**src/rtl/LLC_defs.sv**
```systemverilog
// rtl/LLC_defs.sv - opcode constants, request layout and FSM states for the LLC request scheduler
package LLC_defs;

  localparam logic [3:0] OP_RD_DATA   = 4'd0;
  localparam logic [3:0] OP_WR_DATA   = 4'd1;
  localparam logic [3:0] OP_RD_INSTR  = 4'd2;
  localparam logic [3:0] OP_SNP_RD    = 4'd3;
  localparam logic [3:0] OP_SNP_WR    = 4'd4;
  localparam logic [3:0] OP_SNP_RWIM  = 4'd5;
  localparam logic [3:0] OP_SNP_INVAL = 4'd6;
  localparam logic [3:0] OP_CLEAR     = 4'd8;
  localparam logic [3:0] OP_PRINT     = 4'd9;
  localparam logic [3:0] OP_NOP       = 4'd15;

  typedef enum logic [1:0] {
    IDLE,
    ISSUE,
    BUBBLE
  } state_e;

  typedef struct packed {
    logic [3:0]  op;
    logic [31:0] addr;
  } req_t;

  function automatic logic cpu_op_legal(input logic [3:0] op);
    case (op)
      OP_RD_DATA, OP_WR_DATA, OP_RD_INSTR, OP_CLEAR, OP_PRINT: cpu_op_legal = 1'b1;
      default: cpu_op_legal = 1'b0;
    endcase
  endfunction

  function automatic logic snp_op_legal(input logic [3:0] op);
    case (op)
      OP_SNP_RD, OP_SNP_WR, OP_SNP_RWIM, OP_SNP_INVAL: snp_op_legal = 1'b1;
      default: snp_op_legal = 1'b0;
    endcase
  endfunction

  function automatic logic is_maint(input logic [3:0] op);
    is_maint = (op == OP_CLEAR) || (op == OP_PRINT);
  endfunction

endpackage

```
**src/rtl/llc_req_scheduler_if.sv**
```systemverilog
// rtl/llc_req_scheduler_if.sv - request, snoop and issue signals of the LLC request scheduler
interface llc_req_scheduler_if;

  logic        cpu_valid;
  logic [3:0]  cpu_op;
  logic [31:0] cpu_addr;
  logic        cpu_ready;
  logic        snp_valid;
  logic [3:0]  snp_op;
  logic [31:0] snp_addr;
  logic        snp_ready;
  logic        llc_hold;
  logic        iss_valid;
  logic [3:0]  iss_op;
  logic [31:0] iss_addr;
  logic        op_err;

  modport master (
    output cpu_valid, cpu_op, cpu_addr, snp_valid, snp_op, snp_addr, llc_hold,
    input  cpu_ready, snp_ready, iss_valid, iss_op, iss_addr, op_err
  );

  modport slave (
    input  cpu_valid, cpu_op, cpu_addr, snp_valid, snp_op, snp_addr, llc_hold,
    output cpu_ready, snp_ready, iss_valid, iss_op, iss_addr, op_err
  );

endinterface

```
**src/rtl/llc_req_fifo.sv**
```systemverilog
// rtl/llc_req_fifo.sv - small synchronous FIFO holding pending requests for one requester
module llc_req_fifo #(
  parameter int DEPTH = 4,
  parameter int WIDTH = 36
) (
  input  logic             clk,
  input  logic             rst_n,
  input  logic             push,
  input  logic [WIDTH-1:0] push_data,
  input  logic             pop,
  output logic             full,
  output logic             empty,
  output logic [WIDTH-1:0] head
);

  localparam int PW = $clog2(DEPTH);
  localparam int CW = PW + 1;

  logic [WIDTH-1:0] mem_q [DEPTH];
  logic [PW-1:0]    wr_ptr_q, wr_ptr_d;
  logic [PW-1:0]    rd_ptr_q, rd_ptr_d;
  logic [CW-1:0]    cnt_q, cnt_d;
  logic             push_ok, pop_ok;

  assign full    = (cnt_q == CW'(DEPTH));
  assign empty   = (cnt_q == '0);
  assign head    = mem_q[rd_ptr_q];
  assign push_ok = push && !full;
  assign pop_ok  = pop && !empty;

  // Depth is a power of two, so the pointers wrap by natural overflow.
  always_comb begin
    wr_ptr_d = wr_ptr_q;
    rd_ptr_d = rd_ptr_q;
    cnt_d    = cnt_q;
    if (push_ok) wr_ptr_d = wr_ptr_q + PW'(1);
    if (pop_ok)  rd_ptr_d = rd_ptr_q + PW'(1);
    case ({push_ok, pop_ok})
      2'b10:   cnt_d = cnt_q + CW'(1);
      2'b01:   cnt_d = cnt_q - CW'(1);
      default: cnt_d = cnt_q;
    endcase
  end

  always_ff @(posedge clk) begin
    if (!rst_n) begin
      wr_ptr_q <= '0;
      rd_ptr_q <= '0;
      cnt_q    <= '0;
    end else begin
      wr_ptr_q <= wr_ptr_d;
      rd_ptr_q <= rd_ptr_d;
      cnt_q    <= cnt_d;
    end
  end

  always_ff @(posedge clk) begin
    if (push_ok) mem_q[wr_ptr_q] <= push_data;
  end

endmodule

```
**src/rtl/llc_req_scheduler.sv**
```systemverilog
// rtl/llc_req_scheduler.sv - arbitrates CPU and snoop request queues into a single registered LLC issue port
module llc_req_scheduler
  import LLC_defs::*;
#(
  parameter int FIFO_DEPTH = 4,
  parameter int STARVE_MAX = 3
) (
  input  logic                 clk,
  input  logic                 rst_n,
  llc_req_scheduler_if.slave   bus
);

  localparam int SW = $clog2(STARVE_MAX + 1);

  state_e        state_q, state_d;
  logic [SW-1:0] starve_q, starve_d;
  logic          iss_valid_q, iss_valid_d;
  logic [3:0]    iss_op_q, iss_op_d;
  logic [31:0]   iss_addr_q, iss_addr_d;
  logic          op_err_q, op_err_d;

  logic cpu_ready, snp_ready, cpu_fire, snp_fire, cpu_push, snp_push;
  logic cpu_full, cpu_empty, snp_full, snp_empty, cpu_pop, snp_pop;
  logic cpu_maint, cpu_ok, cpu_win;
  req_t cpu_head, snp_head;

  assign cpu_ready = rst_n && !cpu_full;
  assign snp_ready = rst_n && !snp_full;
  assign cpu_fire  = bus.cpu_valid && cpu_ready;
  assign snp_fire  = bus.snp_valid && snp_ready;
  assign cpu_push  = cpu_fire && cpu_op_legal(bus.cpu_op);
  assign snp_push  = snp_fire && snp_op_legal(bus.snp_op);

  llc_req_fifo #(.DEPTH(FIFO_DEPTH), .WIDTH($bits(req_t))) u_cpu_fifo (
    .clk(clk), .rst_n(rst_n),
    .push(cpu_push), .push_data({bus.cpu_op, bus.cpu_addr}),
    .pop(cpu_pop), .full(cpu_full), .empty(cpu_empty), .head(cpu_head)
  );

  llc_req_fifo #(.DEPTH(FIFO_DEPTH), .WIDTH($bits(req_t))) u_snp_fifo (
    .clk(clk), .rst_n(rst_n),
    .push(snp_push), .push_data({bus.snp_op, bus.snp_addr}),
    .pop(snp_pop), .full(snp_full), .empty(snp_empty), .head(snp_head)
  );

  always_comb begin
    state_d     = state_q;
    starve_d    = starve_q;
    iss_valid_d = 1'b0;
    iss_op_d    = OP_NOP;
    iss_addr_d  = '0;
    cpu_pop     = 1'b0;
    snp_pop     = 1'b0;
    // A maintenance op at the CPU head waits for the snoop queue to drain.
    cpu_maint   = is_maint(cpu_head.op);
    cpu_ok      = !cpu_empty && (!cpu_maint || snp_empty);
    cpu_win     = cpu_ok && (snp_empty || starve_q == SW'(STARVE_MAX));
    op_err_d    = (cpu_fire && !cpu_op_legal(bus.cpu_op)) ||
                  (snp_fire && !snp_op_legal(bus.snp_op));

    if (state_q == ISSUE && bus.llc_hold) begin
      state_d = BUBBLE;
    end else if (cpu_win) begin
      state_d     = ISSUE;
      iss_valid_d = 1'b1;
      iss_op_d    = cpu_head.op;
      iss_addr_d  = cpu_head.addr;
      cpu_pop     = 1'b1;
    end else if (!snp_empty) begin
      state_d     = ISSUE;
      iss_valid_d = 1'b1;
      iss_op_d    = snp_head.op;
      iss_addr_d  = snp_head.addr;
      snp_pop     = 1'b1;
    end else begin
      state_d = IDLE;
    end

    if (cpu_empty || cpu_pop) begin
      starve_d = '0;
    end else if (snp_pop && !cpu_maint && starve_q != SW'(STARVE_MAX)) begin
      starve_d = starve_q + SW'(1);
    end
  end

  always_ff @(posedge clk) begin
    if (!rst_n) begin
      state_q     <= IDLE;
      starve_q    <= '0;
      iss_valid_q <= 1'b0;
      iss_op_q    <= OP_NOP;
      iss_addr_q  <= '0;
      op_err_q    <= 1'b0;
    end else begin
      state_q     <= state_d;
      starve_q    <= starve_d;
      iss_valid_q <= iss_valid_d;
      iss_op_q    <= iss_op_d;
      iss_addr_q  <= iss_addr_d;
      op_err_q    <= op_err_d;
    end
  end

  assign bus.cpu_ready = cpu_ready;
  assign bus.snp_ready = snp_ready;
  assign bus.iss_valid = iss_valid_q;
  assign bus.iss_op    = iss_op_q;
  assign bus.iss_addr  = iss_addr_q;
  assign bus.op_err    = op_err_q;

endmodule

```
**src/flat_wrapper.sv**
```systemverilog
// flat-port wrapper written by rule: the top's interface ports become plain ports
module llc_req_scheduler_flat import LLC_defs::*;
#(
  parameter int FIFO_DEPTH = 4,
  parameter int STARVE_MAX = 3
)
  (clk, rst_n, bus_cpu_valid, bus_cpu_op, bus_cpu_addr, bus_snp_valid, bus_snp_op, bus_snp_addr, bus_llc_hold, bus_cpu_ready, bus_snp_ready, bus_iss_valid, bus_iss_op, bus_iss_addr, bus_op_err);
  llc_req_scheduler_if bus_i ();
  input  logic clk;
  input  logic rst_n;
  input wire logic [$bits(bus_i.cpu_valid)-1:0] bus_cpu_valid;
  input wire logic [$bits(bus_i.cpu_op)-1:0] bus_cpu_op;
  input wire logic [$bits(bus_i.cpu_addr)-1:0] bus_cpu_addr;
  input wire logic [$bits(bus_i.snp_valid)-1:0] bus_snp_valid;
  input wire logic [$bits(bus_i.snp_op)-1:0] bus_snp_op;
  input wire logic [$bits(bus_i.snp_addr)-1:0] bus_snp_addr;
  input wire logic [$bits(bus_i.llc_hold)-1:0] bus_llc_hold;
  output wire logic [$bits(bus_i.cpu_ready)-1:0] bus_cpu_ready;
  output wire logic [$bits(bus_i.snp_ready)-1:0] bus_snp_ready;
  output wire logic [$bits(bus_i.iss_valid)-1:0] bus_iss_valid;
  output wire logic [$bits(bus_i.iss_op)-1:0] bus_iss_op;
  output wire logic [$bits(bus_i.iss_addr)-1:0] bus_iss_addr;
  output wire logic [$bits(bus_i.op_err)-1:0] bus_op_err;
  assign bus_i.cpu_valid = bus_cpu_valid;
  assign bus_i.cpu_op = bus_cpu_op;
  assign bus_i.cpu_addr = bus_cpu_addr;
  assign bus_i.snp_valid = bus_snp_valid;
  assign bus_i.snp_op = bus_snp_op;
  assign bus_i.snp_addr = bus_snp_addr;
  assign bus_i.llc_hold = bus_llc_hold;
  assign bus_cpu_ready = bus_i.cpu_ready;
  assign bus_snp_ready = bus_i.snp_ready;
  assign bus_iss_valid = bus_i.iss_valid;
  assign bus_iss_op = bus_i.iss_op;
  assign bus_iss_addr = bus_i.iss_addr;
  assign bus_op_err = bus_i.op_err;
  llc_req_scheduler #(.FIFO_DEPTH(FIFO_DEPTH), .STARVE_MAX(STARVE_MAX)) u_core (.clk(clk), .rst_n(rst_n), .bus(bus_i));
endmodule
```
**config.mk**
```make
export PLATFORM = sky130hd
export DESIGN_NAME = llc_req_scheduler_flat
export DESIGN_NICKNAME = d
export VERILOG_FILES = /design/src/rtl/LLC_defs.sv /design/src/rtl/llc_req_scheduler_if.sv /design/src/rtl/llc_req_fifo.sv /design/src/rtl/llc_req_scheduler.sv /design/src/flat_wrapper.sv
export SDC_FILE = /design/constraint.sdc
export NUM_CORES = 1
export LEC_CHECK = 0
export ABC_AREA = 1
export BUFFER_PORTS_ARGS = -buffer_cell sky130_fd_sc_hd__buf_2
export CORE_MARGIN = 8
export CORE_UTILIZATION = 43
export DETAILED_ROUTE_END_ITERATION = 12
export PLACE_DENSITY = 0.6
export SLEW_MARGIN = 20
export SYNTH_ARGS = -nofsm -noshare
export SYNTH_HDL_FRONTEND = slang
export SYNTH_SLANG_ARGS = --single-unit
```
**constraint.sdc**
```tcl
create_clock -name clk -period 6.05 [get_ports clk]
set_input_delay 0.605 -clock clk [delete_from_list [all_inputs] [get_ports clk]]
set_output_delay 0.605 -clock clk [all_outputs]
set_load 0.02 [all_outputs]
```
### Word level (Yosys, flattened, before mapping)

Memory sizes are Yosys's and may differ from the RTL's. A register that Yosys moved wholly into a read port is not among the register bits.
Cells that the tools add are included.

* $add $sub $neg: 9
* equality and inequality tests: 19
* multiplexer cells: 25
* bitwise logic cells: 1
* reduce and logical (&&, ||, !) cells: 38

Operator list (count)
* 32-bit 2-to-1 mux: 2
* 1-bit logical AND: 17
* 4-bit == test, second input constant: 4
* 1-bit 2-to-1 mux: 13
* 4-bit by 3-bit == test with 1-bit output, second input constant: 3
* 2-bit 2-to-1 mux: 6
* 3-bit one-hot mux with 2 select lines: 2
* 2-bit by 1-bit adder with 2-bit output, second input constant: 5
* 4-bit by 2-bit == test with 1-bit output, second input constant: 2
* 4-bit 2-to-1 mux: 2
* 1-bit logical NOT: 7
* 3-bit by 1-bit adder with 3-bit output, second input constant: 2
* 2-bit by 1-bit == test with 1-bit output, second input constant: 3
* 2-bit == test, second input constant: 3
* 3-bit == test, second input constant: 2
* 3-bit logical NOT: 2
* 3-bit by 1-bit subtractor with 3-bit output, second input constant: 2
* 1-bit logical OR: 5
* 5-bit OR reduction: 1
* 4-bit by 1-bit == test with 1-bit output, second input constant: 1
* 4-bit logical NOT: 1
* 2-bit nonzero test: 2
* 2-bit OR reduction: 2
* 4-bit OR reduction: 1
* other kinds (2): 2

* register bits: 56
* memory bits (writable): 288
* input bits: 77
* output and inout port bits: 40
* word-level logic and storage cells: 107
* memories: 2

Memories
* u_core.u_cpu_fifo.mem_q: words 4, width 36, read ports 1, clocked after Yosys merged registers in 1, wr ports 1, RTL line llc_req_fifo.sv:19 `logic [WIDTH-1:0] mem_q [DEPTH];`
* u_core.u_snp_fifo.mem_q: words 4, width 36, read ports 1, clocked after Yosys merged registers in 1, wr ports 1, RTL line llc_req_fifo.sv:19

### Depth between registers and ports, before layout

* depth in word-level cells: 11
* depth in mapped cells: 17
* gate-level depth less buffers: 16

### Modules after synthesis

Synthesis repeated with hierarchy kept, for this count alone.

* cell total of the unflattened synthesis: 1049
* area total of the unflattened synthesis: 13684.4 sq um

Modules (own cells, without submodules)
* llc_req_fifo: times used 2, cells an instance 418, area an instance 5866.9 sq um, seq. area each 4504.3 sq um
* llc_req_scheduler: times used 1, cells an instance 213, area an instance 1950.6 sq um, seq. area each 820.8 sq um

### Worst setup path before layout

Ideal clock, no wire load.

* path kind: input to register
* start: input rst_n
* end: memory u_core.u_cpu_fifo.mem_q[0][0] (enable)
* library setup time: 0.429 ns
* arrival: 3.161 ns
* data required time: 5.621 ns
* setup slack: 2.460 ns
* cell stages on the path: 4
* buffers on the path: 0
* path through: clkinv_1 > a31oi_1 > nand3_2 > nor2_1

* cells in the longest elaborated chain, start to end: 6

RTL lines
* start: declaration: RTL line flat_wrapper.sv:10 `input logic rst_n;`
* 1-bit logical AND: RTL line llc_req_scheduler.sv:27 `assign cpu_ready = rst_n && !cpu_full;`
* via bus_cpu_ready: RTL line flat_wrapper.sv:18 `output wire logic [$bits(bus_i.cpu_ready)-1:0] bus_cpu_ready;`
* 1-bit logical AND: RTL line llc_req_scheduler.sv:29 `assign cpu_fire = bus.cpu_valid && cpu_ready;`
* 1-bit logical AND: RTL line llc_req_scheduler.sv:31 `assign cpu_push = cpu_fire && cpu_op_legal(bus.cpu_op);`
* 1-bit logical AND: RTL line llc_req_fifo.sv:28 `assign push_ok = push && !full;`
* 1-bit 2-to-1 mux: RTL line llc_req_fifo.sv:58 `if (push_ok) mem_q[wr_ptr_q] <= push_data;`
* 1-bit 2-to-1 mux (implied by the code): RTL line llc_req_fifo.sv:58
* end: declaration: RTL line llc_req_fifo.sv:19

The timed path passes the listed nets, and every way through them passes these cells.

==> results by group <==
Run status
  • Status: finished, final reports clean

Route
  • Pre-Repair DR Iteration Count: 5
  • Remaining antenna violation count after routing: 0
  • Detailed Route WL: 30700 µm
  • DRT iter0 DRCs: 594
  • Drc violations: 0
  • Routed len/inst: 19.9 µm
  • Via/cell ratio: 5.33
  • Vias after detailed routing: 8255

Synthesis
  • Number of instances in the synthesized netlist: 1014
  • Syn. warnings: 0
  • Number of synthesized register bits: ~350
  • Mapped Nets: 1104
  • Biggest area contributors in the synthesized netlist: sky130_fd_sc_hd__edfxtp_1 64%, sky130_fd_sc_hd__dfxtp_1 8.8%, sky130_fd_sc_hd__nand2_1 3.5%
  • Share of Yosys cell area claimed by the top area cell type: 64.4%
  • Leading area contributor after synthesis: sky130_fd_sc_hd__edfxtp_1
  • Number of different library cells in the post-synthesis netlist: 35
  • Syn_area_per_cell: 13.2 µm²
  • Post-synthesis instance area: 13400 µm²
  • Sequential share of the synthesized area: 73.2%

Clocking
  • Number of clock sinks: approximately 350
  • CTS root buf: sky130_fd_sc_hd__clkbuf_16
  • Number of levels in the clock H-tree: 2
  • Worst-case clock buffer depth: 3
  • CTS hold repair buffers: 0
  • Count of buffers added by post-CTS timing repair for setup: 0
  • Clock slew at reported path FFs: ~0.060 ns
  • Number of gates given a new drive strength after cts: 0
  • Clock tree from TritonCTS: built
  • Clock latency at the later pin of the worst-skew pair: 0.51 ns
  • Number of buffers created by CTS: 37

Worst setup path
  • Buf/Inv on CP: 4
  • Critical path required time: 6.45 ns
  • Kind of start point of the critical path: flop
  • Slowest CP cell: sky130_fd_sc_hd__inv_2
  • Top fanout value on the critical path: 42
  • Ordered cell list for the critical path: buf_4 -> inv_2 -> nand3_1 -> nand2_2 -> nand4_4 -> nand3_4 -> nand3_1 -> inv_1 -> ha_1 -> inv_1 -> fa_1 -> a21oi_1 -> o21ai_0 -> o21ai_0 -> a21oi_1
  • Kind of end point of the critical path: flop
  • Data arrival time of the critical path: 3.78 ns
  • Largest stage delay, worst path: around 0.54 ns
  • Worst Setup Path Type: reg -> reg
  • Top cell family by delay on the critical path: buffers and inverters

STA
  • Accumulated negative setup slack: 0 ns
  • Pins Over Slew Limit: 0
  • Unrepaired setup endpoints after global routing: no
  • Pin slew with the least headroom to its limit: around 0.83 ns
  • Worst clock skew: 0.0154 ns
  • Final Cycle Share: 55.9%
  • Final Hold Violating Endpoints: 0
  • Relative slew margins: 44.9%
  • Top achievable clock speed: 296 MHz
  • Count of endpoints failing setup in the final report: 0
  • Final worst path period need: about 3.4 ns
  • Worst slack on hold paths: 0.308 ns

Power and ir drop
  • Peak supply drop: ~0.23 mV
  • Switch Pwr: between 2 and 2.5 mW
  • Power per unit of standard cell area: 431 nW/µm²
  • Fraction of power spent switching nets: 33.1%
  • Cell internal pwr: 4.45 mW
  • Pleak: 5.34 nW
  • Fraction of power consumed by the clock network: about 31%
  • Gate power share: between 20% and 30%
  • Power share of the sequential group: between 40% and 50%

Floorplan
  • DIE AREA: 37100 µm²
  • Initial core utilization: 43.8%
  • DIE WIDTH: 193 µm
  • Boundary pin count: 117
  • Core Rows: 64
  • Chip height: approximately 190 µm
  • Core outline area: 30700 µm²

Min path
  • Worst Min Path Start: bus_snp_addr[26]
  • Path type of the worst min-delay path: in -> reg

Layout
  • Most frequent cells in the layout: 288 x sky130_fd_sc_hd__edfxtp_1, 126 x sky130_fd_sc_hd__nand2_1, 116 x sky130_fd_sc_hd__buf_2
  • Relative area change from synthesis to final layout: 15.1%
  • Leading cell type in the layout, fill and taps excluded: sky130_fd_sc_hd__edfxtp_1
  • # fillers: 2676
  • Combined area of the multi-input logic cells: 3150 µm²
  • Nets@finish: roughly 1200
  • Layout Cell Area excl Fill: 15400 µm²
  • Share of layout cells above drive strength 1: between 20% and 30%
  • FF+latch area: just under 10000 µm²

Place
  • DP Area: 14400 µm²
  • Placer Congestion: a little under 0.8
  • Quantity of I/O buffers inserted on ports: 116
  • HPWL reported at the end of detailed placement: 18800 µm

GRT
  • Aggregate global-route resource usage: between 10% and 20%
  • Vias in the first global route: around 8100
  • Number of antenna violations at the first check in global routing: 3
  • Wire length of the first global-routing pass: approximately 46000 µm
  • Maximum number of pins on one net before global-route repair: 74
  • Total overflow reported by the global router: 0

Flow run
  • Max cap viols: 0
## routing by layer
| layer | global-route usage [%] | up-vias | part of all wire [%] |
|---|---|---|---|
| li1 | - | 3927 | - |
| met5 | 0 | - | 0.088 |
| met4 | 4.26 | 4 | 1.7 |
| met1 | 20.9 | 4057 | 43 |
| met2 | 27.0 | 216 | 49 |
| met3 | 3.51 | 51 | 6.4 |
## power by group through the flow
stage	Combinational, mW	Sequential [mW]	Clock, mW
floorplan	1.17	2.99	0
global placement	1.76	2.87	0
detailed placement	1.78	2.87	0
CTS	1.79	2.83	2.12
global route	1.93	2.84	2.21
finish	1.76	2.83	2.07
## Yosys cell counts
master                     count
sky130_fd_sc_hd__a21oi_1      87
sky130_fd_sc_hd__a21oi_2      29
sky130_fd_sc_hd__a221oi_1     32
sky130_fd_sc_hd__a31oi_1       2
sky130_fd_sc_hd__buf_1         3
sky130_fd_sc_hd__buf_12        3
sky130_fd_sc_hd__buf_2        25
sky130_fd_sc_hd__buf_4         1
sky130_fd_sc_hd__buf_6         6
sky130_fd_sc_hd__clkbuf_1     20
sky130_fd_sc_hd__clkinv_1      2
sky130_fd_sc_hd__dfxtp_1      59
sky130_fd_sc_hd__edfxtp_1    288
sky130_fd_sc_hd__fa_1          2
sky130_fd_sc_hd__ha_1         11
sky130_fd_sc_hd__inv_1        31
sky130_fd_sc_hd__inv_2         3
sky130_fd_sc_hd__inv_8         2
sky130_fd_sc_hd__nand2_1     126
sky130_fd_sc_hd__nand2_2      34
sky130_fd_sc_hd__nand3_1      10
sky130_fd_sc_hd__nand3_2       3
sky130_fd_sc_hd__nand3_4       1
sky130_fd_sc_hd__nand4_1       2
sky130_fd_sc_hd__nand4_2       2
sky130_fd_sc_hd__nand4_4       1
sky130_fd_sc_hd__nor2_1       95
sky130_fd_sc_hd__nor3_1        1
sky130_fd_sc_hd__nor3b_1       1
sky130_fd_sc_hd__o211ai_1      2
sky130_fd_sc_hd__o21ai_0      88
sky130_fd_sc_hd__o22ai_1      38
sky130_fd_sc_hd__or2_0         1
sky130_fd_sc_hd__or2_2         1
sky130_fd_sc_hd__xor2_1        2
## area by class of cell
cell class	count	area share [%]
Sequential cell	347	63.6
Multi-Input combinational cell	571	20.4
Timing Repair Buffer	131	4.62
Clock buffer	45	6.19
Tap cell	396	3.21
Antenna cell	1	0.0162
Inverter	38	1.02
Clock inverter	19	0.899
## sequential cells by signal, indices dropped and copies added (netlist names), named ones only
signal / flops
u_core.u_cpu_fifo.rd_ptr_q: 2
u_core.starve_q: 2
u_core.bus.op_err: 1
u_core.u_snp_fifo.mem_q: 144
u_core.bus.iss_op: 4
u_core.bus.iss_addr: 32
u_core.bus.iss_valid: 1
u_core.state_q: 1
u_core.u_snp_fifo.rd_ptr_q: 2
u_core.u_snp_fifo.wr_ptr_q: 2
u_core.u_cpu_fifo.cnt_q: 3
u_core.u_cpu_fifo.mem_q: 144
u_core.u_cpu_fifo.wr_ptr_q: 2
u_core.u_snp_fifo.cnt_q: 3
## final timing paths
path	slack (ns)	end	cells after the start
max	2.67	u_core.u_snp_fifo.cnt_q[2]$_SDFFE_PN0P_	15
min	0.31	u_core.u_snp_fifo.mem_q[2][26]$_DFFE_PP_	1
max reg2reg	2.67	u_core.u_snp_fifo.cnt_q[2]$_SDFFE_PN0P_	15
min reg2reg	0.49	u_core.u_cpu_fifo.cnt_q[2]$_SDFFE_PN0P_	2
## cell families (layout without fill, tap and decap cells)
group / count (synthesis) / after routing / share of synthesized area (%)
buf+inv: 96 / 233 / 3.76
flops: 347 / 347 / 73.2
compound gates: 278 / 278 / 12.5
other cells: 0 / 1 / 0
xor+xnor: 2 / 2 / 0.130
simple gates: 278 / 278 / 9.11
fa+ha+maj: 13 / 13 / 1.32
## stage by stage
step                instances  setup slack, ns  utilization, %  power, mW
global placement         1482             2.73            46.7       4.64
global route             1547             2.35            50.4       6.98
finish                   1548             2.67            50.4       6.66
detailed placement       1483             2.70            46.8       4.66
CTS                      1547             2.68            50.4       6.73
floorplan                1014             2.46               -       4.16
## worst reg2reg max path, delay by kind of cell (launching register included)
kind	cells	cell delay [ns]
and+or+nand+nor	5	0.99
adders and majority gates	2	0.53
DFF	1	0.29
AOI/OAI and AO/OA	4	0.46
buffers and inverters	4	1.01
Note: power is estimated with default switching activity, not from simulation.
